**config.mk**
```make
export PLATFORM = sky130hd
export DESIGN_NAME = mc_control
export DESIGN_NICKNAME = d
export VERILOG_FILES = /design/src/rtl/mc_pkg.sv /design/src/rtl/mc_aludec.sv /design/src/rtl/mc_control.sv
export SDC_FILE = /design/constraint.sdc
export NUM_CORES = 1
export LEC_CHECK = 0
export CAP_MARGIN = 30
export CELL_PAD_IN_SITES_DETAIL_PLACEMENT = 1
export CELL_PAD_IN_SITES_GLOBAL_PLACEMENT = 1
export CORE_ASPECT_RATIO = 1.4
export CORE_UTILIZATION = 31
export CTS_CLUSTER_SIZE = 10
export DETAILED_ROUTE_END_ITERATION = 8
export PLACE_DENSITY_LB_ADDON = 0.08
export SYNTH_ARGS = -nofsm -noshare
export SYNTH_HDL_FRONTEND = slang
export SYNTH_HIERARCHICAL = 1
export SYNTH_SLANG_ARGS = --single-unit
```
**constraint.sdc**
```tcl
create_clock -name clk -period 4.2 [get_ports clk]
set_input_delay 0.42 -clock clk [delete_from_list [all_inputs] [get_ports clk]]
set_output_delay 0.42 -clock clk [all_outputs]
set_load 0.1 [all_outputs]
```
**src/rtl/mc_pkg.sv**
```systemverilog
// Shared types and encodings for the multicycle MIPS-subset control unit.
// OVERFLOW_TRAP_EN adds the TRAP state used by the optional overflow trap.
package mc_pkg;

  typedef enum logic [3:0] {
    S_FETCH  = 4'd0,
    S_DECODE = 4'd1,
    S_MEMADR = 4'd2,
    S_MEMRD  = 4'd3,
    S_MEMWB  = 4'd4,
    S_MEMWR  = 4'd5,
    S_EXEC_R = 4'd6,
    S_RWB    = 4'd7,
    S_EXEC_I = 4'd8,
    S_IWB    = 4'd9,
    S_BRANCH = 4'd10,
    S_JUMP   = 4'd11
`ifdef OVERFLOW_TRAP_EN
   ,S_TRAP   = 4'd12
`endif
  } state_t;

  localparam logic [5:0] OP_RTYPE = 6'h00;
  localparam logic [5:0] OP_BLTZ  = 6'h01;
  localparam logic [5:0] OP_J     = 6'h02;
  localparam logic [5:0] OP_BEQ   = 6'h04;
  localparam logic [5:0] OP_BNE   = 6'h05;
  localparam logic [5:0] OP_ADDI  = 6'h08;
  localparam logic [5:0] OP_SLTI  = 6'h0A;
  localparam logic [5:0] OP_ANDI  = 6'h0C;
  localparam logic [5:0] OP_ORI   = 6'h0D;
  localparam logic [5:0] OP_LW    = 6'h23;
  localparam logic [5:0] OP_SW    = 6'h2B;

  localparam logic [5:0] FN_SLL  = 6'h00;
  localparam logic [5:0] FN_SRL  = 6'h02;
  localparam logic [5:0] FN_SRA  = 6'h03;
  localparam logic [5:0] FN_ADD  = 6'h20;
  localparam logic [5:0] FN_SUB  = 6'h22;
  localparam logic [5:0] FN_AND  = 6'h24;
  localparam logic [5:0] FN_OR   = 6'h25;
  localparam logic [5:0] FN_XOR  = 6'h26;
  localparam logic [5:0] FN_NOR  = 6'h27;
  localparam logic [5:0] FN_SLT  = 6'h2A;
  localparam logic [5:0] FN_SLTU = 6'h2B;

  // ALUOp = {group[1:0], sub[2:0]}: 00 arith, 01 bool, 10 shift, 11 compare.
  localparam logic [4:0] ALU_ADD  = 5'b00_000;
  localparam logic [4:0] ALU_SUB  = 5'b00_001;
  localparam logic [4:0] ALU_AND  = 5'b01_000;
  localparam logic [4:0] ALU_OR   = 5'b01_001;
  localparam logic [4:0] ALU_XOR  = 5'b01_010;
  localparam logic [4:0] ALU_NOR  = 5'b01_011;
  localparam logic [4:0] ALU_SLL  = 5'b10_000;
  localparam logic [4:0] ALU_SRL  = 5'b10_001;
  localparam logic [4:0] ALU_SRA  = 5'b10_010;
  localparam logic [4:0] ALU_SLT  = 5'b11_000;
  localparam logic [4:0] ALU_SLTU = 5'b11_001;

  localparam logic [1:0] SRCB_REGB    = 2'd0;
  localparam logic [1:0] SRCB_FOUR    = 2'd1;
  localparam logic [1:0] SRCB_IMM     = 2'd2;
  localparam logic [1:0] SRCB_IMM_SH2 = 2'd3;

  localparam logic [1:0] PCSRC_ALU    = 2'd0;
  localparam logic [1:0] PCSRC_ALUOUT = 2'd1;
  localparam logic [1:0] PCSRC_JUMP   = 2'd2;

  typedef struct packed {
    logic [4:0] alu_op;
    logic       alu_src_a;
    logic [1:0] alu_src_b;
    logic [1:0] pc_source;
    logic       pc_write;
    logic       iord;
    logic       mem_read;
    logic       mem_write;
    logic       ir_write;
    logic       reg_dst;
    logic       mem_to_reg;
    logic       reg_write;
  } ctrl_t;

  // Unsupported opcodes fall back to FETCH so they retire as a NOP.
  function automatic state_t decode_next(input logic [5:0] op);
    case (op)
      OP_RTYPE:                        return S_EXEC_R;
      OP_LW, OP_SW:                    return S_MEMADR;
      OP_BEQ, OP_BNE, OP_BLTZ:         return S_BRANCH;
      OP_ADDI, OP_ANDI, OP_ORI, OP_SLTI: return S_EXEC_I;
      OP_J:                            return S_JUMP;
      default:                         return S_FETCH;
    endcase
  endfunction

endpackage

```
**src/rtl/mc_aludec.sv**
```systemverilog
// ALUOp decoder: funct for R-type, opcode for immediate arithmetic.
// Unknown encodings decode to ADD.
module mc_aludec
  import mc_pkg::*;
(
  input  logic [5:0] opcode,
  input  logic [5:0] funct,
  output logic [4:0] alu_op
);

  always_comb begin
    alu_op = ALU_ADD;
    if (opcode == OP_RTYPE) begin
      case (funct)
        FN_ADD:  alu_op = ALU_ADD;
        FN_SUB:  alu_op = ALU_SUB;
        FN_AND:  alu_op = ALU_AND;
        FN_OR:   alu_op = ALU_OR;
        FN_XOR:  alu_op = ALU_XOR;
        FN_NOR:  alu_op = ALU_NOR;
        FN_SLL:  alu_op = ALU_SLL;
        FN_SRL:  alu_op = ALU_SRL;
        FN_SRA:  alu_op = ALU_SRA;
        FN_SLT:  alu_op = ALU_SLT;
        FN_SLTU: alu_op = ALU_SLTU;
        default: alu_op = ALU_ADD;
      endcase
    end else begin
      case (opcode)
        OP_ANDI: alu_op = ALU_AND;
        OP_ORI:  alu_op = ALU_OR;
        OP_SLTI: alu_op = ALU_SLT;
        default: alu_op = ALU_ADD;
      endcase
    end
  end

endmodule

```
**src/rtl/mc_control.sv**
```systemverilog
// Multicycle control FSM for a MIPS-subset datapath (fetch/decode/exec/mem/wb).
// Define OVERFLOW_TRAP_EN to add the TRAP state and the exc output.
module mc_control
  import mc_pkg::*;
#(
  parameter int unsigned RESET_PC_HOLD = 0
) (
  input  logic       clk,
  input  logic       reset,
  input  logic [5:0] opcode,
  input  logic [5:0] funct,
  input  logic       z,
  input  logic       v,
  input  logic       n,
  input  logic       mem_ready,
  output logic [4:0] ALUOp,
  output logic       alu_src_a,
  output logic [1:0] alu_src_b,
  output logic [1:0] pc_source,
  output logic       pc_write,
  output logic       iord,
  output logic       mem_read,
  output logic       mem_write,
  output logic       ir_write,
  output logic       reg_dst,
  output logic       mem_to_reg,
  output logic       reg_write,
`ifdef OVERFLOW_TRAP_EN
  output logic       exc,
`endif
  output logic [3:0] state_dbg
);

  state_t     state;
  logic [1:0] hold_cnt;
  logic [4:0] dec_op;
  logic       ovf_trap;
  ctrl_t      ctrl;

  mc_aludec u_aludec (
    .opcode (opcode),
    .funct  (funct),
    .alu_op (dec_op)
  );

`ifdef OVERFLOW_TRAP_EN
  // Only the signed add/sub forms can trap; logical ops ignore v.
  assign ovf_trap = v && (((state == S_EXEC_R) && ((funct == FN_ADD) || (funct == FN_SUB))) ||
                          ((state == S_EXEC_I) && (opcode == OP_ADDI)));
`else
  logic unused_v;
  assign unused_v = v;
  assign ovf_trap = 1'b0;
`endif

  // NOTE: sequential state uses non-blocking assignments so every flop samples
  // pre-edge values regardless of statement order.
  always_ff @(posedge clk) begin
    if (reset) begin
      state    <= S_FETCH;
      hold_cnt <= 2'(RESET_PC_HOLD);
    end else begin
      case (state)
        S_FETCH: begin
          if (hold_cnt != 2'd0) hold_cnt <= hold_cnt - 2'd1;
          else if (mem_ready)   state    <= S_DECODE;
        end
        S_DECODE: state <= decode_next(opcode);
        S_EXEC_R: state <= ovf_trap ? state_t'(4'd12) : S_RWB;
        S_EXEC_I: state <= ovf_trap ? state_t'(4'd12) : S_IWB;
        S_MEMADR: state <= (opcode == OP_SW) ? S_MEMWR : S_MEMRD;
        S_MEMRD:  if (mem_ready) state <= S_MEMWB;
        S_MEMWR:  if (mem_ready) state <= S_FETCH;
        default:  state <= S_FETCH;
      endcase
    end
  end

  // Moore decode of state; reset masks everything so an aborted instruction
  // cannot fire a write enable in the reset cycle.
  always_comb begin
    // NOTE: default every field first so no path through the case infers a latch.
    ctrl = '0;
    if (!reset) begin
      case (state)
        S_FETCH: begin
          if (hold_cnt == 2'd0) begin
            ctrl.mem_read  = 1'b1;
            ctrl.alu_src_b = SRCB_FOUR;
            ctrl.alu_op    = ALU_ADD;
            ctrl.pc_source = PCSRC_ALU;
            ctrl.ir_write  = mem_ready;
            ctrl.pc_write  = mem_ready;
          end
        end
        S_DECODE: begin
          ctrl.alu_src_b = SRCB_IMM_SH2;
          ctrl.alu_op    = ALU_ADD;
        end
        S_EXEC_R: begin
          ctrl.alu_src_a = 1'b1;
          ctrl.alu_src_b = SRCB_REGB;
          ctrl.alu_op    = dec_op;
        end
        S_EXEC_I: begin
          ctrl.alu_src_a = 1'b1;
          ctrl.alu_src_b = SRCB_IMM;
          ctrl.alu_op    = dec_op;
        end
        S_MEMADR: begin
          ctrl.alu_src_a = 1'b1;
          ctrl.alu_src_b = SRCB_IMM;
          ctrl.alu_op    = ALU_ADD;
        end
        S_MEMRD: begin
          ctrl.iord     = 1'b1;
          ctrl.mem_read = 1'b1;
        end
        S_MEMWR: begin
          ctrl.iord      = 1'b1;
          ctrl.mem_write = 1'b1;
        end
        S_RWB: begin
          ctrl.reg_write = 1'b1;
          ctrl.reg_dst   = 1'b1;
        end
        S_IWB:   ctrl.reg_write = 1'b1;
        S_MEMWB: begin
          ctrl.reg_write  = 1'b1;
          ctrl.mem_to_reg = 1'b1;
        end
        S_BRANCH: begin
          ctrl.alu_src_a = 1'b1;
          ctrl.alu_src_b = SRCB_REGB;
          ctrl.alu_op    = ALU_SUB;
          ctrl.pc_source = PCSRC_ALUOUT;
          // Flags arrive from the ALU in this same cycle.
          case (opcode)
            OP_BEQ:  ctrl.pc_write = z;
            OP_BNE:  ctrl.pc_write = ~z;
            OP_BLTZ: ctrl.pc_write = n;
            default: ctrl.pc_write = 1'b0;
          endcase
        end
        S_JUMP: begin
          ctrl.pc_source = PCSRC_JUMP;
          ctrl.pc_write  = 1'b1;
        end
        default: ;
      endcase
    end
  end

  assign ALUOp      = ctrl.alu_op;
  assign alu_src_a  = ctrl.alu_src_a;
  assign alu_src_b  = ctrl.alu_src_b;
  assign pc_source  = ctrl.pc_source;
  assign pc_write   = ctrl.pc_write;
  assign iord       = ctrl.iord;
  assign mem_read   = ctrl.mem_read;
  assign mem_write  = ctrl.mem_write;
  assign ir_write   = ctrl.ir_write;
  assign reg_dst    = ctrl.reg_dst;
  assign mem_to_reg = ctrl.mem_to_reg;
  assign reg_write  = ctrl.reg_write;
  assign state_dbg  = reset ? 4'd0 : state;

`ifdef OVERFLOW_TRAP_EN
  assign exc = !reset && (state == S_TRAP);
`endif

endmodule

```
==> results_tabular.tex, run 1 <==
\begin{tabular}{lr}
\hline
Metric & Value \\
\hline
\multicolumn{2}{l}{\textbf{Clock tree}} \\
\quad Number of buffers on the longest clock path & 2 \\
\quad Setup Buffers After CTS & 0 \\
\quad Worst-Skew Late Latency & 230 ps \\
\quad Hold-fix buffers at CTS & 0 \\
\quad Worst-path clk slew & around 40 ps \\
\quad Clock buffers created by TritonCTS & 3 \\
\quad Clock tree from TritonCTS & done \\
\quad Clock sinks & 6 \\
\quad Number of gates resized after CTS & 0 \\
\quad Root Driver & sky130\_fd\_sc\_hd\_\_clkbuf\_8 \\
\quad Depth of the CTS H-tree & 1 \\
\multicolumn{2}{l}{\textbf{Synth}} \\
\quad Summed instance area of the synthesized netlist & $\sim$950 sq um \\
\quad Number of different library cells in the post-synthesis netlist & 48 \\
\quad Async set-reset flop share out of synthesis & 0\% \\
\quad Synthesis-stage register bit count & 6 \\
\quad Dominant synthesized flop cell & sky130\_fd\_sc\_hd\_\_dfxtp\_1 \\
\quad Ys Warns & 6 \\
\quad Net count after synthesis & around 160 \\
\quad Syn Area/Cell & around 6.8 sq um \\
\quad Register area share after synthesis & 12.68\% \\
\quad Post-Synthesis Cells & 140 \\
\quad Number of flops mapped to enable cells by yosys & 0 \\
\multicolumn{2}{l}{\textbf{Critical path}} \\
\quad Worst setup path class & flip-flop to output pin \\
\quad Signal arrival time at the worst endpoint & between 2000 and 3000 ps \\
\quad Worst R2R Start & state[0] \\
\quad Capturing element type of the critical path & output pin \\
\quad R2R cell count & 5 \\
\quad Kind of launch point of the worst setup path & flip-flop \\
\quad Crit path launch & state[0] \\
\quad Slack of the worst reg-to-reg path & roughly 2500 ps \\
\quad R2r endpoint & state[3] \\
\quad Required time at the worst-slack endpoint & 3780 ps \\
\quad Crit-path max FO & 16 \\
\multicolumn{2}{l}{\textbf{Final layout}} \\
\quad Post-synthesis to final-layout area growth & 40.82\% \\
\quad Diodes inserted & 0 \\
\quad Count of nets after finishing & about 200 \\
\quad Commonest non-fill, non-tap cells in the layout & sky130\_fd\_sc\_hd\_\_clkdlybuf4s50\_1 (21), sky130\_fd\_sc\_hd\_\_buf\_4 (16), sky130\_fd\_sc\_hd\_\_nor2\_1 (15) \\
\quad Post-route design area & $\sim$1300 sq um \\
\quad Most common library cell in the layout ignoring fill and taps & sky130\_fd\_sc\_hd\_\_clkdlybuf4s50\_1 \\
\quad Ratio of cells with drive above 1 in the final layout & between 10\% and 20\% \\
\multicolumn{2}{l}{\textbf{Timing}} \\
\quad Worst setup skew after layout & roughly 2.5 ps \\
\quad Max Clk Rate & around 0.32 GHz \\
\quad Transition at the pin with the smallest max-transition slack & 969.2 ps \\
\quad Fin crit share & about three quarters \\
\quad Max-slew violations & 0 \\
\quad RSZ-0062 raised after global routing & false \\
\quad Setup\_tns & 0 ps \\
\quad Minimum period implied by the final worst setup slack & approximately 3200 ps \\
\quad Number of failing setup endpoints in the final timing report & 0 \\
\quad Headroom to the max-slew limit & 35.18\% \\
\quad Hold Fails Final Rpt & 0 \\
\multicolumn{2}{l}{\textbf{Hold path}} \\
\quad Type of the worst min-delay path & flip-flop to flip-flop \\
\quad Hold worst-path end & hold\_cnt[1] \\
\quad Startpoint of the worst hold path & hold\_cnt[1] \\
\quad Instance count along the most critical hold path & 2 \\
\multicolumn{2}{l}{\textbf{Pwr}} \\
\quad Maximum ir drop on the vdd rail & 0.2436 mV \\
\quad Power per unit of standard cell area & slightly below 400 nW/um\^{}2 \\
\quad Leak & 0.5463 nW \\
\multicolumn{2}{l}{\textbf{Drt}} \\
\quad Remaining design rule violation count & 0 \\
\quad Number of vias per cell & 5.379 \\
\quad Total iterations of the first detailed-routing run & 4 \\
\quad Post-detailed-route wirelength per cell & around 15 microns \\
\quad Antenna viol nets, final & 0 \\
\quad 1st-iter DRT viols & 15 \\
\quad Detailed-route via count & $\sim$1,100 \\
\quad Total wire length & approximately 3.1 mm \\
\multicolumn{2}{l}{\textbf{Global route}} \\
\quad Global-route wire length before repair & $\sim$5 mm \\
\quad Met2 Use GR & a little over two fifths \\
\quad Overall global routing resource usage & roughly a fifth \\
\quad Sum of overflow across all layers after global routing & 0 \\
\quad Vias in the first global route & approximately 1,100 \\
\quad Met3 usage in global routing & 2.252\% \\
\quad GRT Max-Usage Layer & met2 \\
\quad Number of antenna violations at the first check in global routing & 0 \\
\quad Routing usage on met1 & between 10\% and 20\% \\
\quad Largest net degree at the start of global routing & 18 \\
\multicolumn{2}{l}{\textbf{Die}} \\
\quad Placeable core area & $\sim$2900 sq um \\
\quad Die Outline Area & about 3300 sq um \\
\quad I/O pin count & 40 \\
\quad Effective utilization at floorplan & roughly 33\% \\
\quad Row count & 23 \\
\quad Die Wd & a little under 50 microns \\
\quad DIE HEIGHT & approximately 67 microns \\
\multicolumn{2}{l}{\textbf{Status}} \\
\quad Outcome & finished clean \\
\multicolumn{2}{l}{\textbf{Placed design}} \\
\quad GP Congestion & $\sim$0.8 \\
\quad Detailed Place HPWL & about 2.5 mm \\
\quad I/O Buffers & 37 \\
\quad Placed instance area & between 1000 and 1500 sq um \\
\multicolumn{2}{l}{\textbf{Run}} \\
\quad Max Cap Violations & 0 \\
\hline
\end{tabular}
[cell usage after synthesis (4+ instances only)]
cell | number | share of area [%]
sky130_fd_sc_hd__dfxtp_1 | 6 | 13
sky130_fd_sc_hd__nor2_1 | 15 | 5.9
sky130_fd_sc_hd__and2_1 | 5 | 3.3
sky130_fd_sc_hd__o22ai_1 | 4 | 2.6
sky130_fd_sc_hd__inv_1 | 9 | 3.6
sky130_fd_sc_hd__a21oi_1 | 13 | 6.9
sky130_fd_sc_hd__buf_2 | 4 | 2.1
sky130_fd_sc_hd__nand3_1 | 8 | 4.2
sky130_fd_sc_hd__nor3_1 | 6 | 3.2
sky130_fd_sc_hd__nand2_1 | 12 | 4.8
sky130_fd_sc_hd__nor2b_1 | 7 | 4.6
sky130_fd_sc_hd__o21ai_0 | 5 | 2.6
sky130_fd_sc_hd__a211oi_1 | 4 | 3.2
[sequential cells by signal, summed over array words and instances, names as in the netlist]
register	count
hold_cnt	2
state	4
[area by class of cell]
type,count,area (sq um)
fill,379,1544
inverter,9,33.78
clock buffer,3,41.29
tap,37,46.29
sequential,6,120.1
timing repair buffer,37,330.3
multi-input combinational,119,762.0
[kinds of logic (layout without fill, tap and decap cells)]
logic type / after synthesis / after routing / synth area share, %
other: 1 / 1 / 0.3959
AND/OR/NAND/NOR: 76 / 76 / 48.35
adder cells (fa/ha/maj): 1 / 1 / 1.321
multiplexers: 3 / 3 / 3.434
AO/OA/AOI/OAI: 35 / 35 / 24.18
buffers and inverters: 15 / 49 / 6.869
XOR/XNOR: 3 / 3 / 2.775
flip-flops: 6 / 6 / 12.68
[per-layer routing]
layer	part of all wire [%]	up-vias	wire length [microns]
li1	-	575	-
met1	40	531	1215
met2	57	27	1743
met3	3.4	2	103
met4	0.20	0	6
met5	0	-	0
[critical path, cell delays in order (launching register included)]
cell and delay, ps:
sky130_fd_sc_hd__dfxtp_1 690, sky130_fd_sc_hd__nor2b_1 180, sky130_fd_sc_hd__nor4b_1 320, sky130_fd_sc_hd__a21oi_1 70, sky130_fd_sc_hd__nor2_1 110, sky130_fd_sc_hd__clkdlybuf4s50_1 1150
[power breakdown]
part / total (mW) / internal, mW / switching (mW)
clock: 0.0881 / 0.0617 / 0.0264
combinational: 0.339 / 0.107 / 0.232
sequential: 0.0945 / 0.0700 / 0.0244
[per-stage QoR]
stage               instances  power (mW)  hold slack, ps  utilization, %  worst slack (ps)
floorplan                 140      0.3540           478.1               -             921.6
global placement          208      0.4290           485.3           44.91              1293
detailed placement        208      0.4382           504.9           44.91              1296
CTS                       211      0.5290           509.4           46.35              1053
global route              211      0.5530           552.1           46.35             878.9
finish                    211      0.5214           504.8           46.35              1034
[worst max-delay path by stage]
stage | to | slack [ps] | cells after the start
finish | reg_write | 1030 | 5
global route | reg_write | 880 | 5
floorplan | alu_src_a | 920 | 2
CTS | reg_write | 1050 | 5
global placement | reg_write | 1290 | 5
detailed placement | state_dbg[2] | 1300 | 3
(Power assumes the default switching activity.)
==> run 2: changes to the inputs <==
CORE_UTILIZATION = 29   (was 31)
clock period = 3.23 ns   (was 4.2 ns; I/O delays follow)
==> results_tabular.tex, run 2 (synthesized netlist as in run 1, its figures left out) <==
\begin{tabular}{lr}
\hline
Metric & Value \\
\hline
\multicolumn{2}{l}{\textbf{Hold path}} \\
\quad Type of the worst min-delay path & flip-flop to flip-flop \\
\quad Instance count along the most critical hold path & 2 (unchanged) \\
\quad Startpoint of the worst hold path & hold\_cnt[1] \\
\quad Hold worst-path end & hold\_cnt[1] \\
\multicolumn{2}{l}{\textbf{Pwr}} \\
\quad Maximum ir drop on the vdd rail & 0.3165 mV (+30\%) \\
\quad Switching share of total power & 54.11\% (-0.055 points) \\
\quad Power, Total & 676.5 uW (+30\%) \\
\quad Cell internal power dissipation & 310.5 uW (+30\%) \\
\quad Leak & 0.5564 nW (+1.8\%) \\
\quad Sw power & 366.1 uW (+30\%) \\
\quad Combinational share of power & 65.5\% (+0.5 points) \\
\quad Power per unit of standard cell area & 511.1 nW/um\^{}2 (+31\%) \\
\quad Power share of the sequential group & 18.1\% (about the same) \\
\quad Clk network pwr share & 16.4\% (-0.5 points) \\
\multicolumn{2}{l}{\textbf{Final layout}} \\
\quad Number of flip-flops in the largest register & 4 (unchanged) \\
\quad Sequential cell area & 120.1 sq um (unchanged) \\
\quad Post-route design area & 1324 sq um (-0.75\%) \\
\quad Filler cell count in the final layout & 430 (+13\%) \\
\quad Area of combinational cells with multiple inputs & 762.0 sq um (unchanged) \\
\quad Commonest non-fill, non-tap cells in the layout & sky130\_fd\_sc\_hd\_\_buf\_4 (21), sky130\_fd\_sc\_hd\_\_clkdlybuf4s50\_1 (16), sky130\_fd\_sc\_hd\_\_nor2\_1 (15) \\
\quad Most common library cell in the layout ignoring fill and taps & sky130\_fd\_sc\_hd\_\_buf\_4 \\
\quad Register with the highest flop count & state \\
\quad Diodes inserted & 0 (unchanged) \\
\quad Post-synthesis to final-layout area growth & 39.76\% \\
\quad Count of nets after finishing & 195 (unchanged) \\
\quad Largest regs & state (4), hold\_cnt (2) \\
\quad Ratio of cells with drive above 1 in the final layout & 20.69\% (+2.9 points) \\
\multicolumn{2}{l}{\textbf{Die}} \\
\quad Row count & 24 (+4.3\%) \\
\quad Placeable core area & 3123 sq um (+8.5\%) \\
\quad I/O pin count & 40 (unchanged) \\
\quad DIE HEIGHT & 69.62 microns (+3.3\%) \\
\quad Die Outline Area & 3502 sq um (+6.7\%) \\
\quad Effective utilization at floorplan & 30.33\% (-2.6 points) \\
\quad Die Wd & 50.30 microns (+3.3\%) \\
\multicolumn{2}{l}{\textbf{Global route}} \\
\quad Vias in the first global route & 1,217 (+8.2\%) \\
\quad Global-route wire length before repair & 5.250 mm (+4.7\%) \\
\quad Number of antenna violations at the first check in global routing & 0 (unchanged) \\
\quad Overall global routing resource usage & 18.90\% (-0.72 points) \\
\quad Largest net degree at the start of global routing & 18 (unchanged) \\
\quad Sum of overflow across all layers after global routing & 0 (unchanged) \\
\multicolumn{2}{l}{\textbf{Clock tree}} \\
\quad Number of gates resized after CTS & 0 (unchanged) \\
\quad Clock sinks & 6 (unchanged) \\
\quad Hold-fix buffers at CTS & 0 (unchanged) \\
\quad Root Driver & sky130\_fd\_sc\_hd\_\_clkbuf\_8 \\
\quad Worst-path clk slew & 40 ps (about the same) \\
\quad Depth of the CTS H-tree & 1 (unchanged) \\
\quad Clock buffers created by TritonCTS & 3 (unchanged) \\
\quad Number of buffers on the longest clock path & 2 (unchanged) \\
\quad Setup Buffers After CTS & 0 (unchanged) \\
\quad Worst-Skew Late Latency & 220 ps (about the same) \\
\quad Clock tree from TritonCTS & done \\
\multicolumn{2}{l}{\textbf{Timing}} \\
\quad Hold Fails Final Rpt & 0 (unchanged) \\
\quad Setup slack of the critical path after layout & 824.0 ps (-210.3 ps) \\
\quad Max Clk Rate & 0.4156 GHz \\
\quad Fin crit share & 74.49\% \\
\quad Max-slew violations & 0 (unchanged) \\
\quad Setup\_tns & 0 ps (unchanged) \\
\quad Transition at the pin with the smallest max-transition slack & 956.3 ps (-12.96 ps) \\
\quad Number of failing setup endpoints in the final timing report & 0 (unchanged) \\
\quad Headroom to the max-slew limit & 36.69\% (+1.5 points) \\
\quad Worst hold slack & 510.5 ps (+5.768 ps) \\
\quad RSZ-0062 raised after global routing & false \\
\quad Worst setup skew after layout & 1.766 ps (-0.7490 ps) \\
\quad Minimum period implied by the final worst setup slack & 2406 ps \\
\multicolumn{2}{l}{\textbf{Drt}} \\
\quad Antenna viol nets, final & 0 (unchanged) \\
\quad Number of vias per cell & 5.376 (about the same) \\
\quad 1st-iter DRT viols & 15 (unchanged) \\
\quad Remaining design rule violation count & 0 (unchanged) \\
\quad Total wire length & 3.224 mm (+5.1\%) \\
\quad Total iterations of the first detailed-routing run & 4 (unchanged) \\
\quad Detailed-route via count & 1,145 (+0.88\%) \\
\quad Post-detailed-route wirelength per cell & 15.14 microns (+4.1\%) \\
\multicolumn{2}{l}{\textbf{Critical path}} \\
\quad Kind of launch point of the worst setup path & flip-flop \\
\quad Crit-path max FO & 17 (+1) \\
\quad Signal arrival time at the worst endpoint & 2080 ps (-670 ps) \\
\quad Worst setup path class & flip-flop to output pin \\
\quad R2R cell count & 5 (unchanged) \\
\quad Capturing element type of the critical path & output pin \\
\quad Crit path launch & state[3] \\
\quad Required time at the worst-slack endpoint & 2910 ps (-870 ps) \\
\quad Worst R2R Start & state[0] \\
\quad Slack of the worst reg-to-reg path & 1530 ps (-960 ps) \\
\quad R2r endpoint & state[3] \\
\multicolumn{2}{l}{\textbf{Placed design}} \\
\quad GP Congestion & 0.8479 (+5.3\%) \\
\quad Post-placement worst setup slack & 837.2 ps (-458.8 ps) \\
\quad Placed instance area & 1282 sq um (-0.77\%) \\
\quad Detailed Place HPWL & 2.604 mm (+5.8\%) \\
\quad I/O Buffers & 37 (unchanged) \\
\multicolumn{2}{l}{\textbf{Run}} \\
\quad Max Cap Violations & 0 (unchanged) \\
\multicolumn{2}{l}{\textbf{Status}} \\
\quad Outcome & finished clean \\
\hline
\end{tabular}
## run 2: critical path: stages (launching register included)
cell and delay (ps):
sky130_fd_sc_hd__dfxtp_1 680, sky130_fd_sc_hd__nand2b_1 230, sky130_fd_sc_hd__nor2_1 140, sky130_fd_sc_hd__a21oi_1 60, sky130_fd_sc_hd__nor3_2 270, sky130_fd_sc_hd__and2_1 190, sky130_fd_sc_hd__buf_4 290
## run 2: power by group through the flow
stage	Combinational (mW)	Sequential (mW)	Clock, mW
after CTS	0.447	0.123	0.114
after detailed placement	0.446	0.124	0
after global placement	0.436	0.123	0
after floorplan	0.357	0.103	0
final	0.443	0.122	0.111
after global routing	0.471	0.126	0.117
## run 2: through the flow
| step | cells | utilization (%) |
|---|---|---|
| floorplan | 140 | - |
| detailed placement | 210 | 41.07 |
| finish | 213 | 42.39 |
| CTS | 213 | 42.39 |
| global route | 213 | 42.39 |
| global placement | 210 | 41.07 |
## run 2: layout make-up
cell class | count | share of cell area (%)
multi-input combinational | 119 | 57.56
clock buffer | 3 | 3.119
tap | 39 | 3.686
timing repair buffer | 37 | 24.01
sequential | 6 | 9.074
inverter | 9 | 2.552
## run 2: worst max path at each step
stage | end | slack [ps]
2_1_floorplan | alu_src_a | 50
3_3_place_gp | mem_to_reg | 870
3_5_place_dp | ALUOp[3] | 840
4_1_cts | ALUOp[3] | 780
5_1_grt | ALUOp[3] | 660
6_report | ALUOp[3] | 820
## run 2: metal layers
layer  global-route usage [%]  part of all wire [%]
met1                    18.41                    38
met4                    5.864                   1.3
met5                        0                     0
met2                    38.96                    58
met3                    1.754                   3.4
==> run 3: changes to the inputs <==
clock period = 2.35 ns   (was 3.23 ns; I/O delays follow)
==> results_tabular.tex, run 3 (synthesized netlist as in run 1, its figures left out) <==
\begin{tabular}{lr}
\hline
Metric & Value \\
\hline
\multicolumn{2}{l}{\textbf{Critical path}} \\
\quad Crit-path max FO & 5 (-12) \\
\quad R2R cell count & 5 (unchanged) \\
\quad Worst setup path class & input port to output pin \\
\quad Signal arrival time at the worst endpoint & 1940 ps (-140 ps) \\
\quad Crit path launch & funct[0] \\
\quad Kind of launch point of the worst setup path & input port \\
\quad Timing endpoint of the critical path & ALUOp[4] \\
\quad Worst R2R Start & state[0] \\
\quad Capturing element type of the critical path & output pin \\
\quad Required time at the worst-slack endpoint & 2120 ps (-790 ps) \\
\quad Slack of the worst reg-to-reg path & 770 ps (-760 ps) \\
\quad R2r endpoint & state[3] \\
\multicolumn{2}{l}{\textbf{Timing}} \\
\quad Max-slew violations & 0 (unchanged) \\
\quad Max Clk Rate & between 0.4 and 0.5 GHz \\
\quad Setup slack of the critical path after layout & 177.4 ps (-646.7 ps) \\
\quad Number of failing setup endpoints in the final timing report & 0 (unchanged) \\
\quad Worst setup skew after layout & 3.728 ps (+1.961 ps) \\
\quad RSZ-0062 raised after global routing & false \\
\quad Headroom to the max-slew limit & 36.71\% (about the same) \\
\quad Fin crit share & roughly 92\% \\
\quad Transition at the pin with the smallest max-transition slack & 956.0 ps (-0.2200 ps) \\
\quad Hold Fails Final Rpt & 0 (unchanged) \\
\quad Minimum period implied by the final worst setup slack & 2173 ps \\
\multicolumn{2}{l}{\textbf{Run}} \\
\quad Max Cap Violations & 0 (unchanged) \\
\multicolumn{2}{l}{\textbf{Pwr}} \\
\quad Power share of the sequential group & 14.6\% (-3.5 points) \\
\quad Power, Total & 1.062 mW (+57\%) \\
\quad Leak & 0.6802 nW (+22\%) \\
\quad Sw power & 538.6 uW (+47\%) \\
\quad Cell internal power dissipation & 523.5 uW (+69\%) \\
\quad Clk network pwr share & 14.4\% (-2.0 points) \\
\quad Maximum ir drop on the vdd rail & 0.4727 mV (+49\%) \\
\quad Power per unit of standard cell area & 622.8 nW/um\^{}2 (+22\%) \\
\quad Combinational share of power & 71.0\% (+5.5 points) \\
\quad Switching share of total power & 50.71\% (-3.4 points) \\
\multicolumn{2}{l}{\textbf{Placed design}} \\
\quad GP Congestion & 0.8794 (+3.7\%) \\
\quad Post-placement worst setup slack & 214.6 ps (-622.6 ps) \\
\quad I/O Buffers & 37 (unchanged) \\
\quad Detailed Place HPWL & 2.975 mm (+14\%) \\
\multicolumn{2}{l}{\textbf{Die}} \\
\quad Row count & 24 (unchanged) \\
\quad Effective utilization at floorplan & 30.33\% (unchanged) \\
\quad I/O pin count & 40 (unchanged) \\
\quad Die Outline Area & 3502 sq um (unchanged) \\
\quad Die Wd & 50.30 microns (unchanged) \\
\quad Placeable core area & 3123 sq um (unchanged) \\
\quad DIE HEIGHT & 69.62 microns (unchanged) \\
\multicolumn{2}{l}{\textbf{Global route}} \\
\quad Vias in the first global route & 1,270 (+4.4\%) \\
\quad Sum of overflow across all layers after global routing & 0 (unchanged) \\
\quad Number of antenna violations at the first check in global routing & 0 (unchanged) \\
\quad Largest net degree at the start of global routing & 15 (-3) \\
\quad Global-route wire length before repair & 5.954 mm (+13\%) \\
\quad Overall global routing resource usage & 21.93\% (+3.0 points) \\
\multicolumn{2}{l}{\textbf{Hold path}} \\
\quad Type of the worst min-delay path & flip-flop to flip-flop \\
\multicolumn{2}{l}{\textbf{Drt}} \\
\quad Antenna viol nets, final & 0 (unchanged) \\
\quad Number of vias per cell & 5.460 (+1.6\%) \\
\quad 1st-iter DRT viols & 11 (-4) \\
\quad Detailed-route via count & 1,223 (+6.8\%) \\
\quad Total iterations of the first detailed-routing run & 4 (unchanged) \\
\quad Post-detailed-route wirelength per cell & 15.73 microns (+3.9\%) \\
\quad Total wire length & 3.524 mm (+9.3\%) \\
\quad Remaining design rule violation count & 0 (unchanged) \\
\multicolumn{2}{l}{\textbf{Final layout}} \\
\quad Post-synthesis to final-layout area growth & 80.05\% \\
\quad Commonest non-fill, non-tap cells in the layout & sky130\_fd\_sc\_hd\_\_buf\_12 (21), sky130\_fd\_sc\_hd\_\_clkdlybuf4s50\_1 (16), sky130\_fd\_sc\_hd\_\_nor2\_1 (14) \\
\quad Diodes inserted & 0 (unchanged) \\
\quad Ratio of cells with drive above 1 in the final layout & 29.19\% (+8.5 points) \\
\quad Number of flip-flops in the largest register & 4 (unchanged) \\
\quad Largest regs & state (4), hold\_cnt (2) \\
\quad Register with the highest flop count & state \\
\quad Count of nets after finishing & 206 (+5.6\%) \\
\quad Most common library cell in the layout ignoring fill and taps & sky130\_fd\_sc\_hd\_\_buf\_12 \\
\multicolumn{2}{l}{\textbf{Status}} \\
\quad Outcome & finished clean \\
\multicolumn{2}{l}{\textbf{Clock tree}} \\
\quad Setup Buffers After CTS & 0 (unchanged) \\
\quad Hold-fix buffers at CTS & 0 (unchanged) \\
\quad Depth of the CTS H-tree & 1 (unchanged) \\
\quad Number of gates resized after CTS & 0 (unchanged) \\
\quad Clock tree from TritonCTS & done \\
\quad Root Driver & sky130\_fd\_sc\_hd\_\_clkbuf\_8 \\
\quad Worst-Skew Late Latency & 220 ps (about the same) \\
\quad Clock buffers created by TritonCTS & 3 (unchanged) \\
\quad Clock sinks & 6 (unchanged) \\
\quad Number of buffers on the longest clock path & 2 (unchanged) \\
\quad Worst-path clk slew & 30 ps (about the same) \\
\hline
\end{tabular}
## run 3: worst min-delay path by stage
stage                startpoint  cells past startpoint          end
floorplan             mem_ready                      1     state[2]
global placement    hold_cnt[1]                      2  hold_cnt[1]
detailed placement  hold_cnt[1]                      2  hold_cnt[1]
CTS                 hold_cnt[1]                      2  hold_cnt[1]
global route        hold_cnt[0]                      2  hold_cnt[0]
finish              hold_cnt[1]                      2  hold_cnt[1]
## run 3: cell type report
| cell class | instances | area [sq um] |
|---|---|---|
| inverter | 9 | 33.78 |
| tap | 39 | 48.80 |
| clock buffer | 3 | 41.29 |
| fill | 390 | 1418 |
| timing repair buffer | 48 | 663.1 |
| sequential | 6 | 120.1 |
| multi-input combinational | 119 | 798.3 |
## run 3: critical path, stage by stage
cell                              delay [ps]
sky130_fd_sc_hd__clkdlybuf4s50_1         480
sky130_fd_sc_hd__nor2b_1                 170
sky130_fd_sc_hd__o31ai_1                 310
sky130_fd_sc_hd__a32oi_1                 150
sky130_fd_sc_hd__and3b_1                 220
sky130_fd_sc_hd__and2_1                  170
sky130_fd_sc_hd__buf_12                  180
## run 3: stage by stage
step	cell area [sq um]	hold WS (ps)	instances	TNS (ps)	util, %
after CTS	1705	515.9	224	0	54.61
final	1705	511.6	224	0	54.61
after floorplan	985.9	349.3	140	-643.5	-
after detailed placement	1664	508.5	221	0	53.29
after global placement	1664	490.0	221	0	53.29
after global routing	1705	568.1	224	0	54.61
## run 3: power by group through the flow
stage | Combinational, mW | Sequential, mW | Clock (mW)
finish | 0.754 | 0.155 | 0.152
floorplan | 0.507 | 0.142 | 0
global placement | 0.735 | 0.154 | 0
CTS | 0.760 | 0.155 | 0.156
detailed placement | 0.758 | 0.157 | 0
global route | 0.798 | 0.158 | 0.166
## run 3: layer usage
layer  track usage (%)  wire, microns  up-vias
li1                  -              -      601
met1             20.63           1298      590
met2             45.48           2089       28
met3             3.070            105        4
met4             6.481             31        0
met5                 0              0        -
